`config.mk`:
```
export PLATFORM = sky130hd
export DESIGN_NAME = collision_arbiter
export DESIGN_NICKNAME = d
export VERILOG_FILES = /design/src/rtl/collision_arbiter.sv
export SDC_FILE = /design/constraint.sdc
export NUM_CORES = 1
export LEC_CHECK = 0
export CAP_MARGIN = 10
export CORE_MARGIN = 2
export CORE_UTILIZATION = 45
export DETAILED_ROUTE_END_ITERATION = 12
export PLACE_DENSITY = 0.84
export SLEW_MARGIN = 25
export SYNTH_ARGS = -nofsm -noshare
export SYNTH_HDL_FRONTEND = slang
export SYNTH_SLANG_ARGS = --single-unit
export TNS_END_PERCENT = 100
```
`constraint.sdc`:
```
create_clock -name clk -period 8.7 [get_ports clk]
set_input_delay 1.305 -clock clk [delete_from_list [all_inputs] [get_ports clk]]
set_output_delay 1.305 -clock clk [all_outputs]
set_load 0.005 [all_outputs]
```
`src/rtl/collision_arbiter.sv`:
```
// Collision arbiter: serialises movement probes from pacman and three ghosts
// onto a single shared wall-collision checker. A round-robin arbiter picks one
// requester, the probe is presented to the checker, the result is sampled after
// the checker's pipeline has settled, and the requester is acknowledged.
module collision_arbiter #(
  parameter int SETTLE = 1
) (
  input  logic        clk,
  input  logic        rst_n,
  input  logic [3:0]  req,
  input  logic [15:0] dir_bus,
  input  logic [35:0] px_bus,
  input  logic [35:0] py_bus,
  output logic [3:0]  ack,
  output logic        blocked,
  output logic        busy,
  output logic [3:0]  chk_dir,
  output logic [8:0]  chk_x,
  output logic [8:0]  chk_y,
  input  logic        chk_collide
);

  typedef enum logic [1:0] {
    IDLE,
    ISSUE,
    WAIT,
    SAMPLE
  } state_t;

  state_t      state_q, state_d;
  logic [2:0]  cnt_q, cnt_d;
  logic [1:0]  gnt_q, gnt_d;
  logic [1:0]  last_q, last_d;
  logic [3:0]  dir_q, dir_d;
  logic [8:0]  x_q, x_d;
  logic [8:0]  y_q, y_d;
  logic [3:0]  ack_q, ack_d;
  logic        blocked_q, blocked_d;

  logic [3:0]  dir_arr [4];
  logic [8:0]  x_arr [4];
  logic [8:0]  y_arr [4];

  logic [1:0]  rr_cand;
  logic [1:0]  rr_sel;
  logic        rr_found;
  logic [3:0]  sel_dir;
  logic        sel_dir_ok;

  // Split the packed per-requester buses into indexable arrays.
  always_comb begin
    for (int i = 0; i < 4; i++) begin
      dir_arr[i] = dir_bus[4*i +: 4];
      x_arr[i]   = px_bus[9*i +: 9];
      y_arr[i]   = py_bus[9*i +: 9];
    end
  end

  // Round-robin pick: search from the requester after the last one served.
  always_comb begin
    rr_cand  = '0;
    rr_sel   = last_q;
    rr_found = 1'b0;
    for (int k = 1; k <= 4; k++) begin
      rr_cand = last_q + 2'(k);
      if (!rr_found && req[rr_cand]) begin
        rr_sel   = rr_cand;
        rr_found = 1'b1;
      end
    end
    sel_dir    = dir_arr[rr_sel];
    sel_dir_ok = (sel_dir != 4'd0) && ((sel_dir & (sel_dir - 4'd1)) == 4'd0);
  end

  // Next-state logic: arbitration, probe sequencing and registered responses.
  always_comb begin
    state_d   = state_q;
    cnt_d     = cnt_q;
    gnt_d     = gnt_q;
    last_d    = last_q;
    dir_d     = dir_q;
    x_d       = x_q;
    y_d       = y_q;
    ack_d     = 4'd0;
    blocked_d = blocked_q;

    case (state_q)
      IDLE: begin
        if (rr_found) begin
          gnt_d = rr_sel;
          if (sel_dir_ok) begin
            dir_d   = sel_dir;
            x_d     = x_arr[rr_sel];
            y_d     = y_arr[rr_sel];
            state_d = ISSUE;
          end else begin
            // A malformed direction can never be a legal move: answer
            // "blocked" right away without disturbing the checker inputs.
            ack_d     = 4'b0001 << rr_sel;
            blocked_d = 1'b1;
            last_d    = rr_sel;
          end
        end
      end

      ISSUE: begin
        cnt_d = 3'd0;
        if (SETTLE == 0) begin
          ack_d     = 4'b0001 << gnt_q;
          blocked_d = chk_collide;
          last_d    = gnt_q;
          state_d   = SAMPLE;
        end else begin
          state_d = WAIT;
        end
      end

      WAIT: begin
        if (cnt_q == 3'(SETTLE - 1)) begin
          cnt_d     = 3'd0;
          ack_d     = 4'b0001 << gnt_q;
          blocked_d = chk_collide;
          last_d    = gnt_q;
          state_d   = SAMPLE;
        end else begin
          cnt_d = cnt_q + 3'd1;
        end
      end

      SAMPLE: begin
        state_d = IDLE;
      end

      default: begin
        state_d = IDLE;
      end
    endcase
  end

  // State and datapath registers; last grant resets to 3 so requester 0 goes first.
  always_ff @(posedge clk or negedge rst_n) begin
    if (!rst_n) begin
      state_q   <= IDLE;
      cnt_q     <= 3'd0;
      gnt_q     <= 2'd0;
      last_q    <= 2'd3;
      dir_q     <= 4'd0;
      x_q       <= 9'd0;
      y_q       <= 9'd0;
      ack_q     <= 4'd0;
      blocked_q <= 1'b0;
    end else begin
      state_q   <= state_d;
      cnt_q     <= cnt_d;
      gnt_q     <= gnt_d;
      last_q    <= last_d;
      dir_q     <= dir_d;
      x_q       <= x_d;
      y_q       <= y_d;
      ack_q     <= ack_d;
      blocked_q <= blocked_d;
    end
  end

  assign ack     = ack_q;
  assign blocked = blocked_q;
  assign busy    = (state_q != IDLE);
  assign chk_dir = dir_q;
  assign chk_x   = x_q;
  assign chk_y   = y_q;

endmodule

```
==> impl_metrics.yaml <==
outcome:
  status: "finished, final reports clean"
setup_path:
  crit_required_ns: 8.87
  ff2ff_setup_slack_ns: 5.02
  worstReg2RegStart: "last_q[1]"
  path_class: "primary input to register"
  crit_arrival_ns: 4.90
  crit_path_end_kind: "register"
  critPathLaunchType: "primary input"
  reg2reg_to: "chk_y[1]"
  rr_worst_depth: 10
  path_max_fanout: 44
route:
  ant_nets: 0
  avgViaCountPerCell: 5.187
  post-route-drc-count: 0
  wl_per_cell_um: 14.76
  drtIter0Drc: 78
  vias: 2215
  drt_wl_total_um: 6304
  firstDrtPassIters: 4
sta:
  fin_hold_ws_ns: 0.4980
  maxSlewHeadroom: 0.5041
  rsz0062_at_grt: "false"
  post-route-min-period_ns: 4.728
  min_period_over_period: 0.5435
  drv_slew: 0
  setup-tns-final_ns: 0
  worstMarginPinSlew_ns: 0.7439
  finClkSkew_ns: 0.006182
  fmax_mhz: 211.5
  hold_violations: 0
  setup_viol: 0
cells_and_area:
  n_antenna_cell: 0
  drive_above_1_share: 0.1042
  area_growth_pct: 52.59
  layout.cells.non_filler: 427
  fin_area_um2: 3914
  finalNetCount: 453
die:
  die_width_um: 79.50
  core-area_um2: 5507
  row_count: 27
  start_util: 0.4658
  pin_count: 123
  die_h_um: 79.50
  dieArea_um2: 6319
placed_design:
  gp_congestion: 0.8500
  placed_area_um2: 3824
  place_inst: 419
  dp.final_hpwl_um: 4864
  port_buffers: 122
grt:
  antenna_found_initial: 0
  grt_pass1_wl_um: 10540
  grt_overflow: 0
  grt_use_total: 0.2137
  grt_pass1_vias: 2301
  grt_max_degree: 45
synthesis:
  synth_edf_count: 0
  synth_warnings: 0
  yosysSeqAreaShare: 0.3522
  netlist_area_um2: 2565
  async_reset_ff_frac: 1.000
  synth_cell_type_count: 43
  yosys_register_bits: 36
  avgSynthCellArea_um2: 10.96
  yosys_most_used_dff: "dfrtp_1"
  syn_inst: 234
  syn_nets: 333
worst_hold_path:
  hold_path.class: "register to register"
  hp-start: "blocked"
  holdPathEnd: "blocked"
  hold_depth: 1
clocking:
  cts_buffers: 5
  cts_sinks: 36
  cts.path.max_buffers: 2
  clk-insertion-delay-late_ns: 0.29
  clk_root_buffer_cell: "clkbuf_8"
  postCtsResizedCells: 0
  postCtsSetupRepairBufs: 0
  cts-hold-fix-buffers: 0
  cts_tree: "done"
  h-tree-depth: 2
  cts.reportedPaths.clkPinSlew_ns: 0.07
power_and_ir_drop:
  p_sw_frac: 0.3739
  p_per_area_nw_per_um2: 316.1
  power.switching_uw: 462.5
  comb_power_share: 0.655
  p_seq_frac: 0.248
  power_frac_clock: 0.097
  intPower_uw: 774.5
  ir_drop_uv: 156.9
  leakagePower_uw: 0.001774
job:
  maxCapViolCount: 0
## cells in the mapped netlist (2+ instances only)
master	instances	share of area
mux2i_1	61	0.24
mux2_4	19	0.11
o21ai_0	5	0.0098
nor3_1	2	0.0039
a21oi_1	5	0.0098
inv_1	17	0.025
nor2b_1	5	0.012
dfstp_2	2	0.020
buf_6	2	0.0088
a22o_1	2	0.0068
dfrtp_1	34	0.33
nor2_1	11	0.016
clkbuf_1	7	0.010
nand3_1	3	0.0059
a211oi_1	6	0.018
nand2_1	12	0.018
a32oi_1	4	0.014
mux2_1	4	0.018
nand2b_1	3	0.0073
and3_1	2	0.0049
ha_1	4	0.020
o21ai_1	2	0.0039
buf_4	2	0.0059
## cell families after synthesis
logic type,after synthesis,share of synthesized area
compound gates,37,0.1151
xor+xnor,1,0.003415
fa+ha+maj,4,0.01951
buf+inv,28,0.04976
flops,36,0.3522
mux,85,0.3756
simple gates,43,0.08439
## worst max path at each step
stage / startpoint / to / slack (ns) / cells after the start
after floorplan: req[2] / chk_x[0] / 5.22 / 11
after global placement: req[1] / chk_y[1] / 3.88 / 11
after detailed placement: req[1] / chk_y[1] / 3.71 / 11
after CTS: req[1] / chk_y[1] / 4.01 / 11
after global routing: req[1] / chk_y[0] / 3.83 / 11
final: req[1] / chk_y[1] / 3.97 / 11
## registers in the layout (all words and copies together), names as in the netlist
name	cells
ack	4
blocked	1
chk_dir	4
chk_x	9
chk_y	9
cnt_q	3
gnt_q	2
last_q	2
state_q	2
## critical path, stage by stage
cell,delay (ns)
clkdlybuf4s50_1,0.62
nand2b_4,0.08
a32oi_2,0.32
and2_2,0.20
buf_4,0.51
mux2i_1,0.38
mux2i_4,0.13
nor3_1,0.27
a21o_2,0.18
and2b_4,0.46
mux2_1,0.37
## layout make-up
type	instances	area, µm²
Clock buffer	8	90.09
Fill cell	419	1593
Inverter	17	63.81
Multi-Input combinational cell	170	1535
Sequential cell	36	903.4
Tap cell	72	90.09
Timing Repair Buffer	124	1231
## cell usage in the layout (no fill, tap or decap), drive strengths merged, types with 4 or more instances in the layout
cell type        n
a211oi           6
clkbuf           8
a32oi            5
mux2            23
dfrtp           34
clkdlybuf4s50  121
inv             17
nand2           12
o21ai            7
nand2b           4
ha               4
mux2i           62
a21oi            5
nor2b            5
nor2            11
## metal layers
metal  vias up  track usage  wire, µm
met2        92       0.3731      3245
met5         -            0         0
met1      1022       0.2428      2438
met4         0      0.08103       137
met3        13      0.06674       482
li1       1088            -         -
## through the flow
stage | total power, µW | utilization | setup WS, ns
after global routing | 1330 | 0.7107 | 3.829
after CTS | 1248 | 0.7107 | 4.006
after floorplan | 855.8 | - | 5.215
final | 1237 | 0.7107 | 3.972
after detailed placement | 1118 | 0.6944 | 3.709
after global placement | 1093 | 0.6944 | 3.883
## power by group through the flow
stage          combinational [µW]  sequential [µW]  clock [µW]
2_1_floorplan                 561              295           0
6_report                      810              307         120
3_5_place_dp                  813              305           0
3_3_place_gp                  788              305           0
4_1_cts                       818              308         123
5_1_grt                       882              318         130
Note: power is estimated with default switching activity, not from simulation.
